==> src/rtl/stat_reporter_pkg.sv <==
// rtl/stat_reporter_pkg.sv - shared types and frame layout constants for stat_reporter
package stat_reporter_pkg;

    typedef enum logic [2:0] {
        IDLE = 3'd0,
        SNAP = 3'd1,
        HDR  = 3'd2,
        DATA = 3'd3,
        CSUM = 3'd4
    } state_t;

    localparam int NUM_WORDS        = 5;
    localparam int BYTES_PER_WORD   = 4;
    localparam int FRAME_DATA_BYTES = NUM_WORDS * BYTES_PER_WORD;
    localparam int SNAP_W           = NUM_WORDS * BYTES_PER_WORD * 8;

    // Word slots inside the snapshot; slot 0 is transmitted first.
    localparam int WORD_DATA_CTR  = 0;
    localparam int WORD_ERROR_CTR = 1;
    localparam int WORD_DUT_DELAY = 2;
    localparam int WORD_MAXACC    = 3;
    localparam int WORD_MINACC    = 4;

    localparam logic [4:0] LAST_BYTE_IDX = 5'(FRAME_DATA_BYTES - 1);

endpackage

==> src/rtl/stat_reporter_if.sv <==
// rtl/stat_reporter_if.sv - byte stream link from stat_reporter to the host/UART side
interface stat_reporter_if;
    logic [7:0] o_tx_data;
    logic       o_tx_valid;
    logic       i_tx_ready;

    modport master (
        output o_tx_data,
        output o_tx_valid,
        input  i_tx_ready
    );

    modport slave (
        input  o_tx_data,
        input  o_tx_valid,
        output i_tx_ready
    );
endinterface

==> src/rtl/stat_byte_mux.sv <==
// rtl/stat_byte_mux.sv - picks payload byte 0..19 out of the 160-bit snapshot
module stat_byte_mux
    import stat_reporter_pkg::*;
(
    input  logic [SNAP_W-1:0] snapshot,
    input  logic [4:0]        byte_idx,
    output logic [7:0]        byte_out
);

    // Byte k sits at bits [8k+7:8k]; indices past the payload read as zero.
    always_comb begin
        byte_out = 8'h00;
        if (byte_idx < 5'(FRAME_DATA_BYTES)) begin
            byte_out = snapshot[{byte_idx, 3'b000} +: 8];
        end
    end

endmodule

==> src/rtl/stat_reporter.sv <==
// rtl/stat_reporter.sv - snapshots five result counters and streams them as a 22-byte frame; STAT_REPORTER_PERIODIC_EN adds an auto-trigger timer
module stat_reporter
    import stat_reporter_pkg::*;
#(
    parameter logic [7:0] HEADER = 8'hA5
`ifdef STAT_REPORTER_PERIODIC_EN
    ,
    parameter int unsigned PERIOD = 1000000
`endif
) (
    input  logic            clk_dut,
    input  logic            reset,
    input  logic            i_trigger,
    input  logic [31:0]     i_data_ctr,
    input  logic [31:0]     i_error_ctr,
    input  logic [31:0]     i_dut_delay,
    input  logic [31:0]     i_maxacc,
    input  logic [31:0]     i_minacc,
    stat_reporter_if.master tx,
    output logic            o_busy,
    output logic            o_overrun,
    output logic [15:0]     o_frame_ctr
);

    state_t              state;
    logic                pending;
    logic [7:0]          checksum;
    logic [4:0]          byte_idx;
    logic [SNAP_W-1:0]   snapshot;
    logic [4:0]          mux_idx;
    logic [7:0]          mux_byte;
    logic                trig;
    logic                xfer;

    assign xfer   = tx.o_tx_valid & tx.i_tx_ready;
    assign o_busy = (state != IDLE);

`ifdef STAT_REPORTER_PERIODIC_EN
    localparam logic [31:0] PERIOD_LAST = 32'(PERIOD - 1);

    logic [31:0] interval_ctr;
    logic        auto_trig;

    // Free-running interval timer; wraps on the last count of each period.
    always_ff @(posedge clk_dut or negedge reset) begin
        if (!reset) begin
            interval_ctr <= 32'd0;
        end else if (interval_ctr == PERIOD_LAST) begin
            interval_ctr <= 32'd0;
        end else begin
            interval_ctr <= interval_ctr + 32'd1;
        end
    end

    assign auto_trig = (interval_ctr == PERIOD_LAST);
    assign trig      = i_trigger | auto_trig;
`else
    assign trig = i_trigger;
`endif

    // The byte loaded on a transfer is the one after the byte now on the link.
    assign mux_idx = (state == DATA) ? 5'(byte_idx + 5'd1) : 5'd0;

    stat_byte_mux u_byte_mux (
        .snapshot (snapshot),
        .byte_idx (mux_idx),
        .byte_out (mux_byte)
    );

    // Frame sequencer: snapshot, header, payload, checksum, plus trigger bookkeeping.
    always_ff @(posedge clk_dut or negedge reset) begin
        if (!reset) begin
            state         <= IDLE;
            pending       <= 1'b0;
            checksum      <= 8'h00;
            byte_idx      <= 5'd0;
            snapshot      <= '0;
            tx.o_tx_valid <= 1'b0;
            tx.o_tx_data  <= 8'h00;
            o_overrun     <= 1'b0;
            o_frame_ctr   <= 16'd0;
        end else begin
            case (state)
                IDLE: begin
                    if (trig || pending) begin
                        state   <= SNAP;
                        pending <= 1'b0;
                    end
                end
                SNAP: begin
                    snapshot[WORD_DATA_CTR*32  +: 32] <= i_data_ctr;
                    snapshot[WORD_ERROR_CTR*32 +: 32] <= i_error_ctr;
                    snapshot[WORD_DUT_DELAY*32 +: 32] <= i_dut_delay;
                    snapshot[WORD_MAXACC*32    +: 32] <= i_maxacc;
                    snapshot[WORD_MINACC*32    +: 32] <= i_minacc;
                    tx.o_tx_valid <= 1'b1;
                    tx.o_tx_data  <= HEADER;
                    state         <= HDR;
                end
                HDR: begin
                    if (xfer) begin
                        checksum     <= HEADER;
                        byte_idx     <= 5'd0;
                        tx.o_tx_data <= mux_byte;
                        state        <= DATA;
                    end
                end
                DATA: begin
                    if (xfer) begin
                        checksum <= checksum ^ tx.o_tx_data;
                        if (byte_idx == LAST_BYTE_IDX) begin
                            tx.o_tx_data <= checksum ^ tx.o_tx_data;
                            state        <= CSUM;
                        end else begin
                            byte_idx     <= 5'(byte_idx + 5'd1);
                            tx.o_tx_data <= mux_byte;
                        end
                    end
                end
                CSUM: begin
                    if (xfer) begin
                        tx.o_tx_valid <= 1'b0;
                        tx.o_tx_data  <= 8'h00;
                        o_frame_ctr   <= o_frame_ctr + 16'd1;
                        state         <= IDLE;
                    end
                end
                default: state <= IDLE;
            endcase

            // A trigger while a frame is in flight queues one frame; a second one is lost.
            if (trig && (state != IDLE)) begin
                if (!pending) begin
                    pending <= 1'b1;
                end else begin
                    o_overrun <= 1'b1;
                end
            end
        end
    end

endmodule

==> src/flat_wrapper.sv <==
// flat-port wrapper written by rule: the top's interface ports become plain ports
module stat_reporter_flat import stat_reporter_pkg::*;
#(
    parameter logic [7:0] HEADER = 8'hA5

)
  (clk_dut, reset, i_trigger, i_data_ctr, i_error_ctr, i_dut_delay, i_maxacc, i_minacc, o_busy, o_overrun, o_frame_ctr, tx_o_tx_data, tx_o_tx_valid, tx_i_tx_ready);
  stat_reporter_if tx_i ();
  input  logic clk_dut;
  input  logic reset;
  input  logic i_trigger;
  input  logic [31:0] i_data_ctr;
  input  logic [31:0] i_error_ctr;
  input  logic [31:0] i_dut_delay;
  input  logic [31:0] i_maxacc;
  input  logic [31:0] i_minacc;
  output logic o_busy;
  output logic o_overrun;
  output logic [15:0] o_frame_ctr;
  output wire logic [$bits(tx_i.o_tx_data)-1:0] tx_o_tx_data;
  output wire logic [$bits(tx_i.o_tx_valid)-1:0] tx_o_tx_valid;
  input wire logic [$bits(tx_i.i_tx_ready)-1:0] tx_i_tx_ready;
  assign tx_o_tx_data = tx_i.o_tx_data;
  assign tx_o_tx_valid = tx_i.o_tx_valid;
  assign tx_i.i_tx_ready = tx_i_tx_ready;
  stat_reporter #(.HEADER(HEADER)) u_core (.clk_dut(clk_dut), .reset(reset), .i_trigger(i_trigger), .i_data_ctr(i_data_ctr), .i_error_ctr(i_error_ctr), .i_dut_delay(i_dut_delay), .i_maxacc(i_maxacc), .i_minacc(i_minacc), .tx(tx_i), .o_busy(o_busy), .o_overrun(o_overrun), .o_frame_ctr(o_frame_ctr));
endmodule
==> config.mk <==
export PLATFORM = sky130hd
export DESIGN_NAME = stat_reporter_flat
export DESIGN_NICKNAME = d
export VERILOG_FILES = /design/src/rtl/stat_reporter_pkg.sv /design/src/rtl/stat_reporter_if.sv /design/src/rtl/stat_byte_mux.sv /design/src/rtl/stat_reporter.sv /design/src/flat_wrapper.sv
export SDC_FILE = /design/constraint.sdc
export NUM_CORES = 1
export LEC_CHECK = 0
export BUFFER_PORTS_ARGS = -buffer_cell sky130_fd_sc_hd__buf_2
export CAP_MARGIN = 20
export CORE_MARGIN = 8
export CORE_UTILIZATION = 50
export CTS_CLUSTER_DIAMETER = 120
export DETAILED_ROUTE_END_ITERATION = 7
export HOLD_SLACK_MARGIN = 0.02
export PLACE_DENSITY = 0.84
export SLEW_MARGIN = 40
export SYNTH_ARGS = -nofsm -noshare
export SYNTH_HDL_FRONTEND = slang
export SYNTH_SLANG_ARGS = --single-unit
==> constraint.sdc <==
create_clock -name clk_dut -period 4.2 [get_ports clk_dut]
set_input_delay 1.26 -clock clk_dut [delete_from_list [all_inputs] [get_ports clk_dut]]
set_output_delay 1.26 -clock clk_dut [all_outputs]
set_load 0.05 [all_outputs]
# Yosys cells after proc, flatten, opt, wreduce, memory -nomap -nowiden
# Cells that the tools add are included.
[totals]
register_bits = 203
out_inout_bits = 27
word_cells = 66
[op_classes]
add_sub_neg = 2
magnitude_cmp = 1
n_eq_ne = 11
shifts = 1
n_mux = 26
bitwise = 2
n_reduce_logical = 14
[op_table]
columns = ["operator", "n"]
rows = [
  ["$shiftx 160x9->8", 1],
  ["$mux 8", 7],
  ["$pmux 8 s4", 1],
  ["$mux 5", 4],
  ["$add 16x1->16 const B", 1],
  ["$pmux 8 s2", 1],
  ["$mux 3", 5],
  ["$pmux 3 s5", 1],
  ["$pmux 5 s2", 1],
  ["$ne 2x1->1 const B", 4],
  ["$reduce_and 4->1", 2],
  ["$xor 8x8->8", 1],
  ["$eq 3x2->1 const B", 2],
  ["$reduce_and 2->1", 3],
  ["$add 5x1->5 const B", 1],
  ["$eq 5x5->1 const B", 1],
  ["$lt 5x5->1 const B", 1],
  ["$mux 1", 5],
  ["$reduce_and 5->1", 1],
  ["$ne 2x2->1 const B", 2],
  ["$reduce_bool 2->1", 2],
  ["$reduce_bool 4->1", 1],
  ["$eq 3x1->1 const B", 1],
  ["$eq 3x3->1 const B", 1],
  ["other kinds (7)", 7],
]

# Longest topological paths before layout
[depth]
word_depth = 7
depth_mapped = 10

# Hierarchy
# Synthesis repeated with hierarchy kept, for this count alone.
[hier_totals]
hier_cells = 647
hier_area_um2 = 9618.0
[by_module_without_submodules]
columns = ["mod", "instances", "cells_per_inst", "area_per_inst_um2", "seq_area_each_um2"]
rows = [
  ["stat_reporter", 1, 559, 8271.7, 5079.9],
  ["stat_byte_mux", 1, 88, 1346.3, 0.0],
]

# Least setup slack after synthesis
# No wires, ideal clock.
[synth_timing]
kind = "reg-to-output"
start = "register u_core.state[1]"
end = "output o_busy"
t_arrival_ns = 1.258
required_ns = 2.940
path_slack_ns = 1.682
path_stages_with_launch = 4
path_buffers = 2
path_cell_list = "dfrtp_1 buf_2 buf_2 or3_1"
[synth_via]
elab_chain_len = 1
[synth_lines]
columns = ["item", "line_no", "text"]
rows = [
  ["from (decl)", "stat_reporter.sv:25", "state_t state;"],
  ["from (signal assigned)", "stat_reporter.sv:73", "state <= IDLE;"],
  ["from (signal assigned)", "stat_reporter.sv:86", "state <= SNAP;"],
  ["from (signal assigned)", "stat_reporter.sv:98", "state <= HDR;"],
  ["$reduce_bool 3->1", "stat_reporter.sv:36", "assign o_busy = (state != IDLE);"],
  ["to (decl)", "flat_wrapper.sv:17", "output logic o_busy;"],
]
# No other way between the ends.

# Final worst setup path
# Same ends and word-level chain as after synthesis.

==> qor.txt <==
outcome = completed
clock slew at reported path FFs = 0.05 ns
fin nets = 1174
Post-Syn Area per Cell = 11.8 um^2
DR vias/cell = 5.89
worst r2r dst = u_core.tx.o_tx_data[3]
Reg2Reg Setup Slack = 1.27 ns
n_diodes = 0
core area = 19500 um^2
final period utilization = 0.734
clk root buf = clkbuf_16
Clock H-tree levels = 1
Buf+Inv Stages, Crit Path = 1
Sink Count = 203
instance count of the mapped netlist = 839
clock skew = 0.0286 ns
drt wl/cell = 20.9 um
Max Fclk = 0.325 GHz
Starting Density = 0.509
Synth Register Bits = 203
critical-path cell list = or3_1 > buf_2
Critical Path AT = 1.82 ns
Hold Path Class = reg2reg
Mapped Area = 9900 um^2
first-pass GRT wire length = 42.1 mm
DR pass1 iterations = 5
M1 wire length = 11.6 mm
largest family of logic cells by synthesized area = multiplexers
area grow syn2layout = 19.0%
TritonCTS clock tree = built
Main synth FF type = dfrtp_1
post-CTS setup buffers = 0
Final min period = 3.08 ns
pin count of the biggest net entering global routing = 93
WL final = 27.0 mm
Max FO, Critical Path = 17
register area share after synthesis = 0.513
Startpoint Class = flop
via count = 7590
Slew headroom = 0.436
# rows = 51
IO buf count = 190
Crit-path slowest cell = dfrtp_1
Max Used Layer = met4
initial antenna violation count = 0
critical path launch point = u_core.state[1]
WP data required = 2.94 ns
post_cts resized = 0
Unique masters post-synth = 70
Power Density = 860 nW/um^2
Final Hold Viols = 0
Clk Latency, worst-skew pair = 0.53 ns
Max VDD drop = 0.000509 V
Overflow after GRT = 0
r2r worst-path depth = 7
WS Path Type = reg2out
met3 WL post-DR = 1.89 mm
multiplexer share of the synthesized area = 0.215
Final GP Congestion = 0.911
post-route setup TNS = 0 ns
crit end category = output pin
compound-gate portion of the synthesized area = 0.115
max_cap viols = 0
layout cells sized above 1 = 0.414
DRC = 0
area share of fa/ha/maj cells after synthesis = 0.00253
leakage = 5.27 nW
post-synth top area cell = dfrtp_1
simple-gate share of the synthesized area = 0.0944
Synthesized Nets = 1005
fin. max-slew vios = 0
Max Buffers Root-to-Sink = 3
Die X = 157 um
total track usage = 0.218
Post-synth EDFFs = 0
Stages on worst setup path = 2
CP max stage delay = 0.60 ns
hold_buf cts = 0
CTS Buf Count = 23
Yosys warnings = 0
RSZ-0062 raised after global routing = no
crit path to = o_busy
number of global-route vias before repair = 7692
die area = 24600 um^2
worst-margin pin slew = 0.832 ns
reg2reg start = u_core.byte_idx[0]
antenna-violating nets left = 0
met2 routed wirelength = 12.5 mm
I/O pin count = 191
DIE HEIGHT = 157 um
synth top area cells = dfrtp_1 (51%), mux2_2 (19%), nand2_1 (2.9%)
Synth top area share = 0.513
detailed placer's ending HPWL = 19.4 mm
ys async rst share = 1.00
1st-iter DRT viols = 877
WHS = 0.459 ns
XOR/XNOR Fraction of Synth Area = 0.0228
final setup vio count = 0
CP delay by family, top = flip-flops
==> cells in the mapped netlist, types with 3 or more instances <==
| library cell | n |
|---|---|
| dfrtp_1 | 203 |
| mux2_2 | 167 |
| nand2_1 | 77 |
| a21oi_1 | 43 |
| o21ai_0 | 39 |
| buf_2 | 28 |
| nor2_1 | 25 |
| nand3_1 | 24 |
| mux2i_1 | 22 |
| xnor2_1 | 17 |
| a31oi_1 | 15 |
| buf_4 | 15 |
| a221oi_1 | 9 |
| and3_1 | 9 |
| a211oi_1 | 8 |
| clkbuf_1 | 8 |
| o22ai_1 | 8 |
| nor3_1 | 7 |
| buf_6 | 6 |
| and2_1 | 5 |
| inv_1 | 5 |
| nand2b_1 | 5 |
| o2bb2ai_1 | 5 |
| or3_1 | 5 |
| xor2_1 | 5 |
| a311oi_1 | 4 |
| nor2b_1 | 4 |
| nor3b_1 | 4 |
| o21a_1 | 4 |
| o21bai_1 | 4 |
| a41oi_1 | 3 |
| nand4_1 | 3 |
| o2111ai_1 | 3 |
| o221ai_1 | 3 |
==> placed cells by master, fill, tap and decap left out, types with 22 or more instances in the layout <==
cell type  Yosys  routed
nand3_1       24      24
o21ai_0       39      39
dfrtp_1      203     202
nand2_1       77      77
mux2_2       167     167
mux2i_1       22      22
nor2_1        25      24
clkbuf_16      0      23
a21oi_1       43      43
buf_2         28     189
==> how the worst min path moves through the flow <==
stage / start / end / slack [ns] / cells after the start
final: u_core.o_overrun / u_core.o_overrun / 0.46 / 1
after global routing: u_core.o_overrun / u_core.o_overrun / 0.49 / 1
after CTS: u_core.o_overrun / u_core.o_overrun / 0.46 / 1
after detailed placement: u_core.o_overrun / u_core.o_overrun / 0.45 / 1
after global placement: u_core.o_overrun / u_core.o_overrun / 0.45 / 1
after floorplan: u_core.checksum[4] / u_core.checksum[4] / 0.47 / 1
==> final cells by class <==
type | count | area, um^2
Tap cell | 265 | 332
Inverter | 5 | 18.8
Clock buffer | 33 | 653
Clock inverter | 8 | 158
Timing Repair Buffer | 201 | 1070
Fill cell | 1525 | 7690
Multi-Input combinational cell | 574 | 4460
Sequential cell | 203 | 5080
==> through the flow <==
stage | power, mW | instance area (um^2) | instances | setup WS, ns | utilization
finish | 10.1 | 11800 | 1289 | 1.12 | 0.605
global route | 10.7 | 11800 | 1289 | 1.04 | 0.605
CTS | 10.1 | 11800 | 1289 | 1.11 | 0.605
detailed placement | 7.89 | 11000 | 1248 | 1.31 | 0.563
global placement | 7.79 | 11000 | 1248 | 1.37 | 0.563
floorplan | 6.74 | 9900 | 839 | 1.68 | -
==> cells by family (layout without fill, tap and decap cells) <==
kind of cell    Yosys count  after routing
compound gates          174            174
xor+xnor                 24             24
mux                     190            190
buf+inv                  62            247
flops                   203            203
simple gates            184            184
fa+ha+maj                 2              2
==> sequential cells by signal (all words and copies together), names as in the netlist <==
name and flops:
u_core.byte_idx 5, u_core.checksum 8, u_core.o_frame_ctr 16, u_core.o_overrun 1, u_core.pending 1, u_core.snapshot 160
u_core.state 3, u_core.tx.o_tx_data 8, u_core.tx.o_tx_valid 1
==> per-layer routing <==
layer / vias up / GRT usage
met3: 70 / 0.0419
met4: 0 / 0.0810
met5: - / 0
met1: 3765 / 0.296
met2: 348 / 0.339
li1: 3407 / -
==> power breakdown <==
part / internal [mW] / switching, mW
sequential: 2.85 / 0.739
combinational: 1.95 / 2.44
clock: 1.33 / 0.811
Power figures use the tool's default switching activity.
